### config.mk
export PLATFORM = sky130hd
export DESIGN_NAME = alu_sequencer
export DESIGN_NICKNAME = d
export VERILOG_FILES = /design/src/rtl/alu_sequencer.sv
export SDC_FILE = /design/constraint.sdc
export NUM_CORES = 1
export LEC_CHECK = 0
export CELL_PAD_IN_SITES_DETAIL_PLACEMENT = 2
export CELL_PAD_IN_SITES_GLOBAL_PLACEMENT = 2
export CORE_MARGIN = 1
export CORE_UTILIZATION = 26
export CTS_BUF_LIST = sky130_fd_sc_hd__clkbuf_4 sky130_fd_sc_hd__clkbuf_8
export CTS_CLUSTER_SIZE = 40
export DETAILED_ROUTE_END_ITERATION = 6
export PLACE_DENSITY_LB_ADDON = 0.1
export REMOVE_ABC_BUFFERS = 1
export SYNTH_ARGS = -nofsm -noshare
export SYNTH_HDL_FRONTEND = slang
export SYNTH_SLANG_ARGS = --single-unit
### constraint.sdc
create_clock -name clk -period 2.2 [get_ports clk]
set_input_delay 0.22 -clock clk [delete_from_list [all_inputs] [get_ports clk]]
set_output_delay 0.22 -clock clk [all_outputs]
set_load 0.02 [all_outputs]
### src/rtl/alu_sequencer.sv
// Sequences one ALU operation per request: latch A/B/F/Op, read Y/F, return the result on a response channel.
// Latency 5-7 cycles (1 for illegal op); req_ready low from accept until the response handshake; resp held until resp_ready.
module alu_sequencer #(
    parameter int WIDTH   = 16,
    parameter int FLAGS_W = 8
) (
    input  logic               clk,
    input  logic               rst_n,
    input  logic               req_valid,
    output logic               req_ready,
    input  logic [3:0]         req_op,
    input  logic [WIDTH-1:0]   req_a,
    input  logic [WIDTH-1:0]   req_b,
    input  logic               req_load_flags,
    input  logic [FLAGS_W-1:0] req_flags,
    output logic               resp_valid,
    input  logic               resp_ready,
    output logic [WIDTH-1:0]   resp_y,
    output logic [FLAGS_W-1:0] resp_flags,
    output logic               resp_err,
    output logic [3:0]         alu_com,
    output logic [WIDTH-1:0]   alu_dout,
    input  logic [WIDTH-1:0]   alu_din
);

    typedef enum logic [2:0] {IDLE, LA, LB, LF, LOP, OY, OF, RESP} state_t;

    localparam logic [3:0] COM_NOP = 4'h0;
    localparam logic [3:0] COM_LA  = 4'h1;
    localparam logic [3:0] COM_LB  = 4'h2;
    localparam logic [3:0] COM_LF  = 4'h3;
    localparam logic [3:0] COM_LOP = 4'h4;
    localparam logic [3:0] COM_OY  = 4'h5;
    localparam logic [3:0] COM_OF  = 4'h6;

    localparam logic [3:0] OP_CMP  = 4'h3;
    localparam logic [3:0] OP_INC  = 4'h4;
    localparam logic [3:0] OP_DEC  = 4'h5;
    localparam logic [3:0] OP_LSH  = 4'hB;
    localparam logic [3:0] OP_RSH  = 4'hC;
    localparam logic [3:0] OP_LAST = 4'hC;

    state_t               state_q, state_d;
    logic [3:0]           op_q, op_d;
    logic [WIDTH-1:0]     a_q, a_d;
    logic [WIDTH-1:0]     b_q, b_d;
    logic                 lf_q, lf_d;
    logic [FLAGS_W-1:0]   flags_q, flags_d;
    logic                 req_ready_q, req_ready_d;
    logic                 resp_valid_q, resp_valid_d;
    logic [WIDTH-1:0]     resp_y_q, resp_y_d;
    logic [FLAGS_W-1:0]   resp_flags_q, resp_flags_d;
    logic                 resp_err_q, resp_err_d;
    logic [3:0]           alu_com_q, alu_com_d;
    logic [WIDTH-1:0]     alu_dout_q, alu_dout_d;

    function automatic logic is_unary(input logic [3:0] op);
        return (op == OP_INC) || (op == OP_DEC) || (op == OP_LSH) || (op == OP_RSH);
    endfunction

    always_comb begin
        state_d      = state_q;
        op_d         = op_q;
        a_d          = a_q;
        b_d          = b_q;
        lf_d         = lf_q;
        flags_d      = flags_q;
        resp_y_d     = resp_y_q;
        resp_flags_d = resp_flags_q;
        resp_err_d   = resp_err_q;
        alu_com_d    = COM_NOP;
        alu_dout_d   = '0;

        case (state_q)
            IDLE: begin
                if (req_valid) begin
                    op_d         = req_op;
                    a_d          = req_a;
                    b_d          = req_b;
                    lf_d         = req_load_flags;
                    flags_d      = req_flags;
                    resp_y_d     = '0;
                    resp_flags_d = '0;
                    resp_err_d   = (req_op > OP_LAST);
                    state_d      = (req_op > OP_LAST) ? RESP : LA;
                end
            end
            LA:      state_d = is_unary(op_q) ? (lf_q ? LF : LOP) : LB;
            LB:      state_d = lf_q ? LF : LOP;
            LF:      state_d = LOP;
            LOP:     state_d = (op_q == OP_CMP) ? OF : OY;
            OY: begin
                resp_y_d = alu_din;
                state_d  = OF;
            end
            OF: begin
                resp_flags_d = alu_din[FLAGS_W-1:0];
                resp_err_d   = 1'b0;
                state_d      = RESP;
            end
            RESP: begin
                if (resp_ready) state_d = IDLE;
            end
            default: state_d = IDLE;
        endcase

        // Command outputs are registered, so they are decoded from the state being entered.
        case (state_d)
            LA: begin
                alu_com_d  = COM_LA;
                alu_dout_d = a_d;
            end
            LB: begin
                alu_com_d  = COM_LB;
                alu_dout_d = b_d;
            end
            LF: begin
                alu_com_d  = COM_LF;
                alu_dout_d = {{(WIDTH-FLAGS_W){1'b0}}, flags_d};
            end
            LOP: begin
                alu_com_d  = COM_LOP;
                alu_dout_d = {{(WIDTH-4){1'b0}}, op_d};
            end
            OY:      alu_com_d = COM_OY;
            OF:      alu_com_d = COM_OF;
            default: alu_com_d = COM_NOP;
        endcase

        req_ready_d  = (state_d == IDLE);
        resp_valid_d = (state_d == RESP);
    end

    always_ff @(posedge clk) begin
        if (!rst_n) begin
            state_q      <= IDLE;
            op_q         <= '0;
            a_q          <= '0;
            b_q          <= '0;
            lf_q         <= 1'b0;
            flags_q      <= '0;
            req_ready_q  <= 1'b1;
            resp_valid_q <= 1'b0;
            resp_y_q     <= '0;
            resp_flags_q <= '0;
            resp_err_q   <= 1'b0;
            alu_com_q    <= COM_NOP;
            alu_dout_q   <= '0;
        end else begin
            state_q      <= state_d;
            op_q         <= op_d;
            a_q          <= a_d;
            b_q          <= b_d;
            lf_q         <= lf_d;
            flags_q      <= flags_d;
            req_ready_q  <= req_ready_d;
            resp_valid_q <= resp_valid_d;
            resp_y_q     <= resp_y_d;
            resp_flags_q <= resp_flags_d;
            resp_err_q   <= resp_err_d;
            alu_com_q    <= alu_com_d;
            alu_dout_q   <= alu_dout_d;
        end
    end

    assign req_ready  = req_ready_q;
    assign resp_valid = resp_valid_q;
    assign resp_y     = resp_y_q;
    assign resp_flags = resp_flags_q;
    assign resp_err   = resp_err_q;
    assign alu_com    = alu_com_q;
    assign alu_dout   = alu_dout_q;

endmodule

==> impl_results.md <==
* Status: completed
* DRC marker count from the first detailed-route iteration at 75
* Cell area after synthesis at 3189 µm²
* Routed wire length per instance at 17.59 µm
* Synth Instances at 363
* Wire length reported by the detailed router at 11050 µm
* Share of total power in sequential cells at 39.6%
* Accumulated negative setup slack at 0 ps
* Hold WS at 405.6 ps
* Detailed-routed wire length on met3 at 416 µm
* Average cell area after synthesis at 8.786 µm²
* Cell Pwr Density at 855.0 nW/µm²
* Number of top-level pins at 112
* Total instance count after detailed placement at 615
* Crit path time final at 2036 ps
* Quantity of gates resized following cts at 1
* Final hold violation count at 0
* CTS H-Tree Depth at 3
* Buffer type at the clock tree root: sky130_fd_sc_hd__clkbuf_8
* Amount of wire on met2 after detailed routing at 5548 µm
* Met1 wire length at 4932 µm
* Sum of internal, switching and leakage power at 4.075 mW
* Top sig layer: met4
* Std-Cell Core Area at 11960 µm²
* Final Wtd Congestion at 0.7101
* Final worst-path cycle share at 92.57%
* Maximum fanout encountered on the critical timing path at 16
* Fraction of layout cells with a size suffix above 1 at 11.02%
* Area fraction of the dominant cell type after synthesis at 48.96%
* Number of flops mapped to enable cells by yosys at 0
* # rows at 40
* Pin count of the biggest net entering global routing at 24
* Arr. time, crit path at 2320 ps
* Count of maximum capacitance violations at 0
* Core occupancy in the finished layout at 39.84%
* CTS tree: yes
* Main synth FF type: sky130_fd_sc_hd__dfxtp_1
* Count of TritonRoute iterations in the first routing pass at 4
* Initial Utilization at 26.66%
* Non-filler cells in the finished layout at 628
* Category of the worst setup path capture point: register
* Deepest clock path buffer count at 2
* Unrepaired setup endpoints after global routing: false
* DRC violation count after routing at 0
* Critical path startpoint category: register
* Cell Int Power at 2.699 mW
* Final #Nets at 544
* F_max at 491.1 MHz
* Leakage at 1.792 nW
* Final WS setup at 163.6 ps
* Die extent in y at 112.8 µm
* Post-Layout Inst Area at 4766 µm²
* Switching power at 1.375 mW
* Number of antenna violations at the first check in global routing at 0
* Post-Place Worst Slack at -98.54 ps
* Clk_lat worst skew at 370 ps
* Layout fillers at 1317
* Overall routing resource usage at 18.18%
* Clock sinks at 78
* Die area at 12710 µm²
* Count of nets left with antenna violations after detail routing at 0
* WP data required at 2490 ps
* Count of distinct cell types in the synthesized netlist at 45
* Combinational group share of total power at 34.0%
* Clock transition at the register clock pins on the worst setup and hold paths after CTS at 80 ps
* Number of vias per cell after detailed routing at 4.979
* Post-placement cell area at 4561 µm²
* Pins over their slew limit at 0
* Ys Warns at 0
* Detailed-placement wirelength estimate at 8079 µm
* Worst hold path type: input port to register
* Ant diodes at 0
* Setup-violating endpoint count in the final report at 0
* Inserted Clock Buffers at 9
* Pin slew with the least headroom to its limit at 717.8 ps
* Net switching fraction of the power at 33.75%
* First-pass GRT wire length at 17590 µm
* Count of input and output buffers at 110
* Worst rel slew slack at 52.09%
* Async set-reset flop share out of synthesis at 0%
* Number of register bits inferred by synthesis at 78
* Final worst clock skew at 8.754 ps
* Detailed-route via count at 3127
* Die Wd at 112.8 µm
* Hold-fix buffer count after cts at 0
* Vias in the first global route at 3316
* Kind of critical path: register to register
* Most area-consuming cells after synthesis: sky130_fd_sc_hd__dfxtp_1 49%, sky130_fd_sc_hd__nand2_1 8.6%, sky130_fd_sc_hd__a22oi_1 6.6%, sky130_fd_sc_hd__a21oi_1 6.0%, sky130_fd_sc_hd__a32oi_1 5.5%
* Relative contribution of the clock network to total power at 26.4%
* Relative area change from synthesis to final layout at 49.43%
* VDD IR max at 0.3050 mV
* Post-synthesis sequential area ratio at 48.96%
* Post-CTS setup repair buffer count at 0
* GRT Residual Overflow at 0
* Cell type contributing the most total cell area after synthesis: sky130_fd_sc_hd__dfxtp_1
cell usage after synthesis, drive strengths merged (5+ instances only):
master and count:
nand4 6, dfxtp 78, nor2 35, nand2 73, clkbuf 19, and2 5, a22oi 28, a32oi 20
a21oi 38, buf 9
state kept, by name, summed over array words and instances, names as in the netlist, 3 cells and up:
| name | count |
|---|---|
| alu_dout | 16 |
| b_q | 16 |
| resp_y | 16 |
| flags_q | 8 |
| resp_flags | 8 |
| op_q | 4 |
| alu_com | 3 |
| state_q | 3 |
power groups by stage:
stage	logic, mW	clock network, mW	registers (mW)
floorplan	0.617	0	1.72
detailed placement	1.37	0	1.65
finish	1.39	1.07	1.61
global placement	1.35	0	1.64
global route	1.51	1.18	1.63
CTS	1.38	1.12	1.62
layout make-up:
class                      count  area, µm²  share of cell area [%]
multi-input combinational    253       1514                   31.77
tap                          147      183.9                   3.859
inverter                       4      15.01                  0.3150
clock inverter                 2      35.03                  0.7351
clock buffer                  11      145.1                   3.045
sequential                    78       1562                   32.76
timing repair buffer         133       1311                   27.51
layer usage:
metal / GRT usage [%] / vias to the layer above
met1: 22.62 / 1542
li1: - / 1519
met4: 6.400 / 0
met2: 30.33 / 53
met5: 0 / -
met3: 4.821 / 13
worst max-delay path, cell delays in order (launching register included):
cell	delay [ps]
sky130_fd_sc_hd__dfxtp_1	340
sky130_fd_sc_hd__buf_4	170
sky130_fd_sc_hd__or2_1	290
sky130_fd_sc_hd__o221ai_2	260
sky130_fd_sc_hd__o21ai_2	130
sky130_fd_sc_hd__buf_12	160
sky130_fd_sc_hd__a211o_4	400
sky130_fd_sc_hd__a22oi_1	200
cells by family (layout without fill, tap and decap cells):
| logic type | Yosys count | in the layout | share of synthesized area (%) |
|---|---|---|---|
| AOI/OAI and AO/OA | 102 | 102 | 24.01 |
| and+or+nand+nor | 146 | 146 | 21.30 |
| buffers and inverters | 32 | 150 | 4.355 |
| other | 1 | 1 | 0.1176 |
| muxes | 4 | 4 | 1.255 |
| DFF | 78 | 78 | 48.96 |
placed cells by master, fill, tap and decap left out, types with 2 or more instances in the layout:
cell,instances
sky130_fd_sc_hd__nor2_1,34
sky130_fd_sc_hd__nand4_1,5
sky130_fd_sc_hd__inv_1,3
sky130_fd_sc_hd__nand2b_1,4
sky130_fd_sc_hd__mux2i_1,4
sky130_fd_sc_hd__a21oi_1,38
sky130_fd_sc_hd__clkdlybuf4s50_1,110
sky130_fd_sc_hd__nand3b_1,4
sky130_fd_sc_hd__a32oi_1,20
sky130_fd_sc_hd__nand3_1,4
sky130_fd_sc_hd__buf_12,3
sky130_fd_sc_hd__clkbuf_8,10
sky130_fd_sc_hd__dfxtp_1,78
sky130_fd_sc_hd__buf_4,20
sky130_fd_sc_hd__or2_1,2
sky130_fd_sc_hd__a22oi_1,28
sky130_fd_sc_hd__nor2b_1,4
sky130_fd_sc_hd__and2_1,5
sky130_fd_sc_hd__nor3_1,4
sky130_fd_sc_hd__nand2_1,73
path summary, 6_finish.rpt:
path | from | endpoint | slack, ps | depth (start not counted)
max | state_q[1] | alu_dout[5] | 160 | 7
min | req_flags[5] | flags_q[5] | 410 | 3
max reg2reg | state_q[1] | alu_dout[5] | 160 | 7
min reg2reg | flags_q[5] | flags_q[5] | 460 | 2
(Power assumes the default switching activity.)
